===== config.mk =====
export PLATFORM = sky130hd
export DESIGN_NAME = c2_bcd_seq_converter
export DESIGN_NICKNAME = d
export VERILOG_FILES = /design/src/rtl/c2_bcd_seq_converter.sv
export SDC_FILE = /design/constraint.sdc
export NUM_CORES = 1
export LEC_CHECK = 0
export ABC_AREA = 1
export BUFFER_PORTS_ARGS = -buffer_cell sky130_fd_sc_hd__clkbuf_2
export CORE_MARGIN = 10
export CORE_UTILIZATION = 44
export DETAILED_ROUTE_END_ITERATION = 10
export GPL_TIMING_DRIVEN = 0
export PLACE_DENSITY_LB_ADDON = 0.25
export SLEW_MARGIN = 20
export SYNTH_ARGS = -nofsm -noshare
export SYNTH_HDL_FRONTEND = slang
export SYNTH_SLANG_ARGS = --single-unit

===== constraint.sdc =====
create_clock -name clk -period 1.97 [get_ports clk]
set_clock_uncertainty 0.2 [all_clocks]
set_input_delay 0.0985 -clock clk [delete_from_list [all_inputs] [get_ports clk]]
set_output_delay 0.0985 -clock clk [all_outputs]
set_load 0.005 [all_outputs]

===== src/rtl/c2_bcd_seq_converter.sv =====
// c2_bcd_seq_converter
// Sequential two's-complement (or unsigned) to packed BCD converter using
// iterative double dabble: one input bit is consumed per clock through a
// single shared add-3/shift stage.
// Optional feature macro: C2_BCD_OVERFLOW_FLAG_EN adds an 'ovf' output that
// reports magnitudes that do not fit in N_DIGITS decimal digits.
module c2_bcd_seq_converter #(
   parameter int IN_WIDTH = 24,
   parameter int N_DIGITS = 7,
   parameter int SIGNED   = 1
) (
   input  logic                  clk,
   input  logic                  rst_n,
   input  logic                  start,
   input  logic [IN_WIDTH-1:0]   data_in,
   output logic                  busy,
   output logic                  done,
   output logic [4*N_DIGITS-1:0] bcd_out,
`ifdef C2_BCD_OVERFLOW_FLAG_EN
   output logic                  ovf,
`endif
   output logic                  sign_out
);

`ifdef C2_BCD_OVERFLOW_FLAG_EN
   // one hidden carry digit above the visible ones catches overflow
   localparam int ACC_DIGITS = N_DIGITS + 1;
`else
   localparam int ACC_DIGITS = N_DIGITS;
`endif
   localparam int ACC_W     = 4 * ACC_DIGITS;
   localparam int CNT_W     = $clog2(IN_WIDTH + 1);
   localparam bit IS_SIGNED = (SIGNED != 0);
   localparam logic [IN_WIDTH-1:0] ONE = {{(IN_WIDTH-1){1'b0}}, 1'b1};

   typedef enum logic [1:0] {
      S_IDLE,
      S_CONV,
      S_FINISH
   } state_t;

   state_t              state_q;
   state_t              state_d;
   logic [IN_WIDTH-1:0] mag_q;
   logic [ACC_W-1:0]    acc_q;
   logic [CNT_W-1:0]    cnt_q;
   logic                sign_q;
   logic [IN_WIDTH-1:0] mag_in;
   logic                sign_in;
   logic [ACC_W-1:0]    acc_adj;
   logic [ACC_W-1:0]    acc_shift;
`ifdef C2_BCD_OVERFLOW_FLAG_EN
   logic                sticky_q;
`endif

   // Sign and magnitude of the incoming word; the most-negative value maps
   // to 2^(IN_WIDTH-1), which still fits as an IN_WIDTH-bit unsigned number.
   always_comb begin
      sign_in = IS_SIGNED && data_in[IN_WIDTH-1];
      mag_in  = sign_in ? (~data_in + ONE) : data_in;
   end

   // Add-3 correction on every digit in parallel, then the combined shift
   // that pulls the next magnitude bit into the units digit.
   always_comb begin
      acc_adj = acc_q;
      for (int k = 0; k < ACC_DIGITS; k++) begin
         if (acc_q[4*k +: 4] > 4'd4) begin
            acc_adj[4*k +: 4] = acc_q[4*k +: 4] + 4'd3;
         end
      end
      acc_shift = {acc_adj[ACC_W-2:0], mag_q[IN_WIDTH-1]};
   end

   // Next-state logic: IDLE waits for start, CONV runs IN_WIDTH steps,
   // FINISH publishes the result for one cycle.
   always_comb begin
      state_d = state_q;
      unique case (state_q)
         S_IDLE:   if (start) state_d = S_CONV;
         S_CONV:   if (cnt_q == CNT_W'(1)) state_d = S_FINISH;
         S_FINISH: state_d = S_IDLE;
         default:  state_d = S_IDLE;
      endcase
   end

   // State register; reset aborts any conversion in flight.
   always_ff @(posedge clk or negedge rst_n) begin
      if (!rst_n) begin
         state_q <= S_IDLE;
      end else begin
         state_q <= state_d;
      end
   end

   // Datapath and registered outputs; results only change in FINISH.
   always_ff @(posedge clk or negedge rst_n) begin
      if (!rst_n) begin
         mag_q    <= '0;
         acc_q    <= '0;
         cnt_q    <= '0;
         sign_q   <= 1'b0;
         busy     <= 1'b0;
         done     <= 1'b0;
         bcd_out  <= '0;
         sign_out <= 1'b0;
`ifdef C2_BCD_OVERFLOW_FLAG_EN
         sticky_q <= 1'b0;
         ovf      <= 1'b0;
`endif
      end else begin
         busy <= (state_d != S_IDLE);
         done <= (state_q == S_FINISH);
         unique case (state_q)
            S_IDLE: begin
               if (start) begin
                  mag_q  <= mag_in;
                  sign_q <= sign_in && (mag_in != '0);
                  acc_q  <= '0;
                  cnt_q  <= CNT_W'(IN_WIDTH);
`ifdef C2_BCD_OVERFLOW_FLAG_EN
                  sticky_q <= 1'b0;
`endif
               end
            end
            S_CONV: begin
               acc_q <= acc_shift;
               mag_q <= {mag_q[IN_WIDTH-2:0], 1'b0};
               cnt_q <= cnt_q - CNT_W'(1);
`ifdef C2_BCD_OVERFLOW_FLAG_EN
               if (acc_adj[ACC_W-1]) sticky_q <= 1'b1;
`endif
            end
            S_FINISH: begin
               bcd_out  <= acc_q[4*N_DIGITS-1:0];
               sign_out <= sign_q;
`ifdef C2_BCD_OVERFLOW_FLAG_EN
               ovf <= sticky_q || (acc_q[ACC_W-1 -: 4] != 4'd0);
`endif
            end
            default: ;
         endcase
      end
   end

endmodule

## Word-level counts from Yosys, hierarchy flattened

Index checks and enable logic that the tools add are counted.

- Bits in registers: 91
- Input port bits: 27
- Output and inout bits: 31
- Word-level logic and storage cells: 54

- Add/subtract/negate cells: 9
- $lt $le $gt $ge: 7
- Equal/unequal tests: 4
- Multiplexer cells: 17
- Bitwise gates (word level): 1
- Reductions and logical operators: 7

Operators by type and width:

| cell | count |
|---|---|
| 28-bit case mux with 2 select lines | 1 |
| 24-bit 2-to-1 mux | 2 |
| 24-bit case mux with 2 select lines | 1 |
| 4-bit by 3-bit greater-than comparator with 1-bit output, second input constant | 7 |
| 28-bit 2-to-1 mux | 1 |
| 24-bit by 1-bit adder with 24-bit output, second input constant | 1 |
| 4-bit by 2-bit adder with 4-bit output, second input constant | 6 |
| 4-bit 2-to-1 mux | 6 |
| 24-bit NOT | 1 |
| 24-bit nonzero test | 1 |
| 5-bit case mux with 2 select lines | 1 |
| 5-bit by 1-bit equality test with 1-bit output, second input constant | 1 |
| 5-bit 2-to-1 mux | 1 |
| 5-bit by 1-bit subtractor with 5-bit output, second input constant | 1 |
| 2-bit 2-to-1 mux | 2 |
| 2-bit case mux with 2 select lines | 1 |
| 2-bit AND reduction | 2 |
| 2-bit nonzero test | 2 |
| 3-bit by 2-bit adder with 3-bit output, second input constant | 1 |
| 3-bit 2-to-1 mux | 1 |
| 2-bit by 1-bit equality test with 1-bit output, second input constant | 1 |
| 2-bit equality test, second input constant | 1 |
| 2-bit logical NOT | 1 |
| 2-bit != test, second input constant | 1 |
| 1-bit logical AND | 1 |

## Longest topological paths before layout

- Depth in word-level cells: 5
- Gate-level depth with buffers: 15
- Gate-level depth less buffers: 15

## Worst setup path after synthesis

OpenSTA, ideal clock, no wires.

- Kind: input port to flip-flop
- From: in data_in[0]
- To: reg sign_q
- Setup time: 0.116 ns
- Data arrival time: 1.250 ns
- Required time: 1.654 ns
- Path slack: 0.404 ns
- Stages on the path: 15
- Path buffers: 0
- Path through: inv_1 -> ha_1 -> nand2_1 -> nand2_4 -> nand2_1 -> nor2_2 -> nand2_1 -> nand2_1 -> nand2_1 -> inv_1 -> nand2_1 -> nor2_1 -> nand3_1 -> nand2_1 -> nand2_1

- Word-level cells in the longest chain between the ends: 5

RTL lines:

| item | line | RTL |
|---|---|---|
| start: declaration | 15 | `input logic [IN_WIDTH-1:0] data_in,` |
| 24-bit NOT | 60 | `mag_in = sign_in ? (~data_in + ONE) : data_in;` |
| 24-bit by 1-bit adder with 24-bit output | 60 |  |
| 24-bit 2-to-1 mux * | 60 |  |
| 24-bit nonzero test * | 118 | `sign_q <= sign_in && (mag_in != '0);` |
| 1-bit logical AND * | 118 |  |
| end signal: assignment | 118 |  |
| end: declaration | 47 | `logic sign_q;` |

Mark *: on every way between the ends. The rest lies on a longest branch, timed or not.
A chain may end at the register's enable or synchronous reset.

## Worst setup path in the final report

- From: in data_in[6]
- To: reg sign_q

Same word-level chain as after synthesis.

==> results.tsv <==
metric	value	unit
status	completed	
synthMuxAreaShare	0	%
yosys.area_share.xor_xnor	2.20	%
worst_pin_slew	0.732	ns
max_stage_delay	0.54	ns
synthArstFlopShare	100	%
numPortBuffers	57	
syn_avg_cell_area	7.94	sq um
antenna_found_initial	0	
diodes	0	
synth_top_family_by_area	simple AND/OR/NAND/NOR gates	
setup_viol	0	
synth_fp_nets	639	
synthCells	602	
clk-insertion-delay-late	0.36	ns
vias	4397	
mostFrequentLayoutCells	nand2_1, dfrtp_1, o21ai_0	
leakagePower	0.00284	uW
finalCritPeriodShare	98.2	%
hold_path.class	in -> reg	
clk_pin_slew	0.09	ns
ios	58	
fin_nets	730	
crit_path_start_kind	input pin	
synth_warnings	0	
slew_violations	0	
rsz0062_at_grt	true	
core	10700	sq um
crit_fanout	5	
grt_max_degree	92	
worst_slack	0.0355	ns
cts_root_buffer	clkbuf_8	
grt_pass1_vias	4452	
critPathTopFamily	simple AND/OR/NAND/NOR gates	
crit_slowest_cell	dlygate4sd3_1	
synth-simple-area-share	22.6	%
power_per_cell_area	1310	nW/um^2
initial_core_util	44.5	%
seq_area_frac_synth	47.6	%
dpl_worst_slack	-0.118	ns
fmax	517	MHz
crit_required	2.02	ns
synth_area	4780	sq um
die_w	124	microns
drt_iter0_drc	323	
ctsLongestPathBuffers	2	
ys_types	33	
crit_top_cell	nand2_1	
syn_to_final_growth	21.0	%
cts_made_buffers	9	
cp.depth	14	
overflow	0	
crit_chain	dlygate4sd3_1 -> clkbuf_2 -> nor2_2 -> nand2_1 -> nand2_2 -> nand2_2 -> nor2_4 -> nand3_1 -> nand2_1 -> nand3_1 -> nor2_1 -> nand3_1 -> nand2_1 -> nand2_1	
endpoint_kind	register	
synth_compound_area_share	17.4	%
htree_levels	3	
crit_buf_inv	2	
mostFrequentLayoutCell	nand2_1	
wl_per_cell	14.5	microns
netlist_top_cells_area	dfrtp_1, nand2_1, o21ai_0	
vdd_drop_max	0.622	mV
grt_pass1_wl	20.7	mm
holdPathStages	5	
synthFlopType	dfrtp_1	
synth_edf_count	0	
total_power	7600	uW
finalHoldViolCount	0	
synthAdderAreaFrac	2.62	%
worst_r2r_path_depth	5	
yosysTopAreaCell	dfrtp_1	
post-dp-hpwl	8.79	mm
num_rows	38	
fin_crit	1.93	ns
cts.sinks	91	
dieArea	15400	sq um
routed_wl	12.2	mm
drive_above_1_share	16.2	%
crit_arrival	1.99	ns
synth_seq_cells	91	
crit_type	in -> reg	
track_usage	15.7	%
drc	0	
routabilityCongestion	0.813	
ant_nets	0	
post_drt_via_cell_ratio	5.25	
cap_violations	0	
cts_tree	built	
slew_headroom	51.2	%
fillers	1042	
die_h	124	microns
synth.top_cell.area_share	47.6	%
firstDrtPassIters	5	
layout make-up:
type | count | area [sq um] | share of cell area [%]
Clock inverter | 4 | 97.6 | 1.69
Timing Repair Buffer | 80 | 522 | 9.02
Sequential cell | 91 | 2280 | 39.4
Buffer | 20 | 108 | 1.86
Tap cell | 140 | 175 | 3.03
Multi-Input combinational cell | 421 | 2190 | 37.9
Inverter | 70 | 265 | 4.59
Clock buffer | 12 | 145 | 2.51
layer usage:
layer  up-vias  wire (microns)  global-route usage [%]
met5         -               0                       0
met4         0             326                    7.06
met3        25             686                    3.49
met2       143            5730                    26.4
met1      2055            5420                    18.8
li1       2174               -                       -
path summary, 6_finish.rpt:
path                              from          end  slack [ns]
setup / recovery            data_in[6]       sign_q        0.04
hold / removal             data_in[19]    mag_q[19]        0.05
setup reg to reg            state_q[0]     acc_q[5]        0.18
hold reg to reg             state_q[0]         done        0.27
max in group asynchronous        rst_n   bcd_out[9]        0.90
min in group asynchronous        rst_n  bcd_out[23]        0.14
power by group:
part	internal, uW	leakage [uW]	switching (uW)	total (uW)
logic	1200	0.00158	1960	3160
clock network	879	0.000117	648	1530
registers	2570	0.00113	342	2920
total	4650	0.00284	2950	7600
through the flow:
stage          setup TNS [ns]  hold WS [ns]  utilization (%)  cells  instance area [sq um]
6_report                    0        0.0528             53.8    838                   5780
5_1_grt               -0.0986        0.0788             53.8    838                   5780
4_1_cts                     0        0.0309             53.2    837                   5720
3_5_place_dp           -0.842        0.0102             48.9    799                   5250
3_3_place_gp           -37.93         0.226             48.8    799                   5240
2_1_floorplan               0        -0.397                -    602                   4780
kinds of logic after synthesis:
logic type / count (synthesis)
buffers and inverters: 90
AOI/OAI and AO/OA: 145
adders and majority gates: 10
DFF: 91
and+or+nand+nor: 254
xor gates and xnor gates: 12
flip-flops by register name, summed over array words and instances (netlist names):
name      flops
done          1
sign_out      1
sign_q        1
acc_q        28
state_q       2
bcd_out      28
busy          1
cnt_q         5
mag_q        24
cell usage after synthesis, types with 2 or more instances:
cell,count
xor2_1,12
o22ai_1,15
nand3_1,35
o21ai_0,86
nor2_4,3
a22oi_1,18
o32ai_1,6
buf_6,2
nor2_2,2
dfrtp_1,91
nand4_1,4
o21ai_2,2
nand2_1,150
ha_1,10
inv_2,3
nor2_1,48
o211ai_1,2
a21oi_1,12
nand3b_1,5
o21bai_1,3
clkbuf_1,11
inv_1,67
buf_2,5
tightest hold or removal path, stage by stage:
cell and delay (ns):
clkbuf_2 0.11, nand3_1 0.11, a21oi_1 0.07, a21oi_1 0.10, o21ai_0 0.08
what timing repair did:
item                                    4_1_cts  5_1_grt
setup buffers                                 0        1
hold buffers                                 22        0
pin swaps                                     0        1
endpoints found under the hold margin       111        0
gates resized for setup                       1       27
endpoints found under the setup margin       10       55
Note: power is estimated with default switching activity, not from simulation.
